**src/rtl/timer_counter_if.sv**
```systemverilog
// CPU data-bus port of the countdown timer: address, byte-enabled write data,
// combinational read data and the registered interrupt request.
interface timer_counter_if;
  logic [31:0] addr;
  logic [3:0]  byteen;
  logic [31:0] wdata;
  logic [31:0] rdata;
  logic        irq;

  modport master (
    output addr,
    output byteen,
    output wdata,
    input  rdata,
    input  irq
  );

  modport slave (
    input  addr,
    input  byteen,
    input  wdata,
    output rdata,
    output irq
  );
endinterface

```
**src/rtl/timer_counter.sv**
```systemverilog
// Memory-mapped countdown timer with one-shot and auto-reload modes and a
// maskable, registered interrupt line.
module timer_counter #(
  parameter logic [31:0] BASE_ADDR = 32'h0000_7F00
) (
  input  logic             clk,
  input  logic             reset,
  timer_counter_if.slave   bus
);

  localparam int DATA_W = 32;

  typedef enum logic [1:0] {
    IDLE = 2'd0,
    LOAD = 2'd1,
    CNT  = 2'd2,
    INT  = 2'd3
  } state_t;

  state_t              state,  state_nxt;
  logic                en,     en_nxt;
  logic [1:0]          mode,   mode_nxt;
  logic                im,     im_nxt;
  logic [DATA_W-1:0]   preset, preset_nxt;
  logic [DATA_W-1:0]   count,  count_nxt;
  logic                flag,   flag_nxt;
  logic                irq_q,  irq_nxt;

  logic                hit;
  logic [1:0]          sel;
  logic                wr_ctrl;
  logic                wr_preset;
  logic                unused_addr_bits;

  function automatic logic [DATA_W-1:0] lane_merge(
    input logic [DATA_W-1:0] cur,
    input logic [DATA_W-1:0] din,
    input logic [3:0]        be
  );
    logic [DATA_W-1:0] merged;
    merged = cur;
    for (int k = 0; k < 4; k++) begin
      if (be[k]) merged[8*k +: 8] = din[8*k +: 8];
    end
    return merged;
  endfunction

  assign hit              = (bus.addr[31:4] == BASE_ADDR[31:4]);
  assign sel              = bus.addr[3:2];
  assign wr_ctrl          = hit && (bus.byteen != 4'd0) && (sel == 2'd0);
  assign wr_preset        = hit && (bus.byteen != 4'd0) && (sel == 2'd1);
  assign unused_addr_bits = ^bus.addr[1:0];

  always_comb begin
    bus.rdata = '0;
    if (hit) begin
      case (sel)
        2'd0:    bus.rdata = {28'd0, im, mode, en};
        2'd1:    bus.rdata = preset;
        2'd2:    bus.rdata = count;
        default: bus.rdata = '0;
      endcase
    end
  end

  // Next-state: FSM decisions use pre-edge values, then CPU writes override.
  always_comb begin
    state_nxt  = state;
    count_nxt  = count;
    en_nxt     = en;
    mode_nxt   = mode;
    im_nxt     = im;
    preset_nxt = preset;
    flag_nxt   = flag;

    case (state)
      IDLE: begin
        if (en) state_nxt = LOAD;
      end
      LOAD: begin
        count_nxt = preset;
        flag_nxt  = 1'b0;
        state_nxt = CNT;
      end
      CNT: begin
        if (!en) begin
          state_nxt = IDLE;
        end else if (count == '0) begin
          state_nxt = INT;
          flag_nxt  = 1'b1;
        end else begin
          count_nxt = count - 32'd1;
        end
      end
      INT: begin
        if (mode == 2'd1) flag_nxt = 1'b0;
        else              en_nxt   = 1'b0;
        state_nxt = IDLE;
      end
      default: state_nxt = IDLE;
    endcase

    if (wr_ctrl && bus.byteen[0]) {im_nxt, mode_nxt, en_nxt} = bus.wdata[3:0];
    if (wr_preset) preset_nxt = lane_merge(preset, bus.wdata, bus.byteen);
    // A register write beats a same-edge flag set.
    if (wr_ctrl || wr_preset) flag_nxt = 1'b0;

    // Registered from post-edge values so irq follows the flag without a lag cycle.
    irq_nxt = flag_nxt & im_nxt;
  end

  always_ff @(posedge clk) begin
    if (reset) begin
      state  <= IDLE;
      en     <= 1'b0;
      mode   <= 2'd0;
      im     <= 1'b0;
      preset <= '0;
      count  <= '0;
      flag   <= 1'b0;
      irq_q  <= 1'b0;
    end else begin
      state  <= state_nxt;
      en     <= en_nxt;
      mode   <= mode_nxt;
      im     <= im_nxt;
      preset <= preset_nxt;
      count  <= count_nxt;
      flag   <= flag_nxt;
      irq_q  <= irq_nxt;
    end
  end

  assign bus.irq = irq_q;

endmodule

```
**src/flat_wrapper.sv**
```systemverilog
// flat-port wrapper written by rule: the top's interface ports become plain ports
module timer_counter_flat 
#(
  parameter logic [31:0] BASE_ADDR = 32'h0000_7F00
)
  (clk, reset, bus_addr, bus_byteen, bus_wdata, bus_rdata, bus_irq);
  timer_counter_if bus_i ();
  input  logic clk;
  input  logic reset;
  input wire logic [$bits(bus_i.addr)-1:0] bus_addr;
  input wire logic [$bits(bus_i.byteen)-1:0] bus_byteen;
  input wire logic [$bits(bus_i.wdata)-1:0] bus_wdata;
  output wire logic [$bits(bus_i.rdata)-1:0] bus_rdata;
  output wire logic [$bits(bus_i.irq)-1:0] bus_irq;
  assign bus_i.addr = bus_addr;
  assign bus_i.byteen = bus_byteen;
  assign bus_i.wdata = bus_wdata;
  assign bus_rdata = bus_i.rdata;
  assign bus_irq = bus_i.irq;
  timer_counter #(.BASE_ADDR(BASE_ADDR)) u_core (.clk(clk), .reset(reset), .bus(bus_i));
endmodule
```
**config.mk**
```make
export PLATFORM = sky130hd
export DESIGN_NAME = timer_counter_flat
export DESIGN_NICKNAME = d
export VERILOG_FILES = /design/src/rtl/timer_counter_if.sv /design/src/rtl/timer_counter.sv /design/src/flat_wrapper.sv
export SDC_FILE = /design/constraint.sdc
export NUM_CORES = 1
export LEC_CHECK = 0
export CELL_PAD_IN_SITES_DETAIL_PLACEMENT = 1
export CELL_PAD_IN_SITES_GLOBAL_PLACEMENT = 1
export CORE_MARGIN = 3
export CORE_UTILIZATION = 33
export CTS_BUF_LIST = sky130_fd_sc_hd__clkbuf_4 sky130_fd_sc_hd__clkbuf_8 sky130_fd_sc_hd__clkbuf_16
export DETAILED_ROUTE_END_ITERATION = 8
export GPL_TIMING_DRIVEN = 0
export PLACE_DENSITY_LB_ADDON = 0.1
export SKIP_LAST_GASP = 1
export SLEW_MARGIN = 20
export SYNTH_ARGS = -nofsm -noshare
export SYNTH_HDL_FRONTEND = slang
export SYNTH_SLANG_ARGS = --single-unit
export TNS_END_PERCENT = 20
```
**constraint.sdc**
```tcl
create_clock -name clk -period 2.35 [get_ports clk]
set_input_delay 0.3525 -clock clk [delete_from_list [all_inputs] [get_ports clk]]
set_output_delay 0.3525 -clock clk [all_outputs]
set_load 0.01 [all_outputs]
```
==> summary.md <==
| Metric | Value |
|---|---|
| Layout area overhead | 52.9% |
| Min Tclk post-route | 2.52 ns |
| Synth area leaders | dfxtp_1, mux2i_1, nor2_1 |
| Worst reg-to-reg setup slack | -0.17 ns |
| CTS Buffer Depth | 2 |
| MaxCap Viol Count | 0 |
| CTS sink cnt | 72 |
| Cells after synthesis | around 540 |
| Worst R2R Path Depth | 9 |
| DR vias | approximately 5000 |
| WHS | just under 0.5 ns |
| Drt via density | 5.84 |
| Outcome | finished with violations |
| Initial antenna violation count | 0 |
| Cell taking the most area after synthesis | dfxtp_1 |
| Failing checks | negative setup slack |
| Drt first pass iters | 5 |
| Synth Cell Area | between 0.004 and 0.005 mm² |
| Clock transition at path regs | roughly 0.070 ns |
| LEAKAGE | 2.46 nW |
| Actual slew at the worst max-slew pin | approximately 0.86 ns |
| FF+latch count, synth | 72 |
| PnR worst setup slack | -0.170 ns |
| Setup violators final | 49 |
| RSZ-0062 raised after global routing | true |
| Fin cells | roughly 850 |
| Clk Latency, worst-skew pair | roughly 0.36 ns |
| Core Footprint | about 0.012 mm² |
| Initial Utilization | approximately a third |
| DRT iter0 DRCs | around 380 |
| R2R Path End | u_core.count[1] |
| Hold Violations, Final | 0 |
| Worst Path Arrival | ~2.8 ns |
| Root Driver | clkbuf_16 |
| Final nets | approximately 750 |
| Slew headroom | 42.8% |
| Placed cells | between 800 and 900 |
| GR Util All Layers | 24.7% |
| Sequential Area | 0.00145 mm² |
| CTS tree | yes |
| Startpoint types | flip-flop |
| FP Rows | 40 |
| Total gr overflow | 0 |
| Kind of critical path | reg2reg |
| Gp weighted congestion | a little over 0.9 |
| Chip Width | ~120 µm |
| Final period util | 107% |
| Synth Net Count | 612 |
| Crit Path Max Fanout | 5 |
| Avg Inst Size Synth | a little under 8 µm² |
| Maximum vdd drop | roughly 0.36 mV |
| DRC violations left | 0 |
| Dpl ws | -1.36 ns |
| IO Count | ~100 |
| Final Slew Violations | 0 |
| Filler cells | 1490 |
| First-pass GRT wire length | roughly 28 mm |
| Crit. Startpoint | u_core.count[26] |
| CTS Buf Count | 9 |
| Final Routed Wirelength | 18.8 mm |
| Diodes inserted | 0 |
| Predominant post-synthesis flop cell | dfxtp_1 |
| Skew final | approximately 0.011 ns |
| Post-synth EDFFs | 0 |
| FMAX | between 0.3 and 0.4 GHz |
| Hold Crit Class | reg2reg |
| Setup crit end | u_core.count[1] |
| Post-synth ARST share | 0% |
| Die Ht | about 120 µm |
| Antenna-violating nets left | 0 |
| Average wire per standard cell | between 20 and 25 µm |
| Critical Path End Type | flip-flop |
| Full die area | between 0.01 and 0.015 mm² |
| R2R Path Start | u_core.count[26] |
| Yosys warnings | 0 |
| Largest net degree at the start of global routing | 13 |
| Yosys top cell area share | approximately a third |
| Post-CTS Hold Buffers | 0 |
| Sequential element share of the synthesized area | about a third |
| Distinct cells, synth | between 50 and 60 |
| Layout cells sized above 1 | about 22% |
| Vias in the first global route | 4900 |
| Port Buf Inserts | 98 |
| PD cells | a little over 600 mW/mm² |
| HPWL Detailed | roughly 12 mm |
| Area of the multi-input gates | about 0.003 mm² |
| CTS HTree Levels | 3 |
| Req. time, crit path | 2.63 ns |
state kept, by name, indices dropped and copies added (netlist names):
register        flops
u_core.count       32
u_core.mode         2
u_core.preset      32
u_core.im           1
u_core.state        2
u_core.en           1
u_core.flag         1
u_core.bus.irq      1
cells in the final DEF, fill, tap and decap left out, types with 9 or more instances in the layout:
| cell type | n |
|---|---|
| dlygate4sd2_1 | 27 |
| o32ai_2 | 9 |
| mux2i_1 | 43 |
| inv_1 | 13 |
| nor4_1 | 12 |
| o21ai_0 | 10 |
| dfxtp_1 | 69 |
| nor3_1 | 17 |
| clkbuf_1 | 23 |
| a22oi_1 | 30 |
| clkdlybuf4s50_1 | 45 |
| nand2_1 | 34 |
| buf_2 | 17 |
| clkbuf_16 | 14 |
| nor2_1 | 85 |
| or3_1 | 9 |
| buf_4 | 25 |
| a21oi_1 | 31 |
layout make-up:
type | count | area share (%)
plain buffers | 41 | 4.11
clock buffers | 12 | 4.09
clock inverters | 4 | 0.787
inverters | 14 | 0.806
multi-input cells | 408 | 45.9
flip-flops and latches | 72 | 22.2
well taps | 168 | 3.23
repair buffers | 132 | 18.9
through the flow:
stage	cell area, µm²	util (%)	setup TNS [ns]	total power, mW
2_1_floorplan	4260	-	0	1.73
3_3_place_gp	5450	44.3	-63.99	2.04
3_5_place_dp	5500	44.7	-71.33	2.06
4_1_cts	5970	48.5	-7.46	3.54
5_1_grt	6520	52.9	-11.18	4.10
6_report	6520	52.9	-3.79	3.97
where the power goes:
part / switching (mW) / internal, mW / leakage, nW
Sequential: 0.0143 / 1.23 / 0.582
Combinational: 0.668 / 0.559 / 1.72
Clock: 0.582 / 0.909 / 0.155
cells in the mapped netlist (2+ instances only):
library cell and number:
a211oi_1 2, a21boi_0 2, a21oi_1 36, a22oi_1 30, a2bb2oi_1 4, a31oi_1 3
buf_2 3, buf_6 2, clkbuf_1 35, dfxtp_1 72, ha_1 6, inv_1 13
mux2i_1 43, nand2_1 35, nand2b_1 3, nand3_1 5, nand4_1 8, nor2_1 90
nor2b_1 6, nor3_1 20, nor3b_1 2, nor4_1 17, nor4_2 5, nor4b_1 2
o211ai_1 4, o21ai_0 11, o22ai_1 4, o311ai_0 3, o31a_1 8, o31ai_1 2
o32ai_1 15, o41ai_1 2, or2_2 6, or3_1 9, or4_1 6, or4_4 2
timing repair:
action / in CTS / in global routing
setup endpoints to repair: 96 / 93
pin swaps: 10 / 25
resized for setup: 155 / 68
cloned: 1 / 4
hold endpoints to repair: 0 / 0
buffers inserted: 10 / 18
critical path: stages (launching register included):
cell and delay [ns]:
dfxtp_2 0.33, or4_4 0.53, buf_6 0.14, or4_4 0.45, o31ai_4 0.35, buf_6 0.17, buf_4 0.12, clkbuf_16 0.13
nand2_1 0.06, a21oi_1 0.16
metal layers:
layer  wire, µm  up-vias  share of wire (%)  track usage (%)
met4        490        0                2.6             7.87
met5          0        -                  0                0
met2       9230      179                 49             41.4
met1       8010     2461                 43             32.2
met3       1090       42                5.8             4.38
li1           -     2284                  -                -
kinds of logic (layout without fill, tap and decap cells):
kind of cell	Yosys count	count (layout)	synth area share, %
AO/OA/AOI/OAI	138	138	23.0
adder cells (fa/ha/maj)	6	6	1.76
buffers and inverters	56	203	5.46
flip-flops	72	72	33.8
multiplexers	43	43	10.1
AND/OR/NAND/NOR	221	221	25.9
worst min-delay path by stage:
stage	from	to	slack (ns)	cells after the start
after floorplan	u_core.count[22]	u_core.count[22]	0.45	2
after global placement	u_core.count[22]	u_core.count[22]	0.47	2
after detailed placement	u_core.count[26]	u_core.count[26]	0.48	2
after CTS	u_core.count[22]	u_core.count[22]	0.49	2
after global routing	u_core.count[26]	u_core.count[26]	0.50	2
final	u_core.count[26]	u_core.count[26]	0.49	2
No activity file was read; power rests on OpenSTA's default activity.
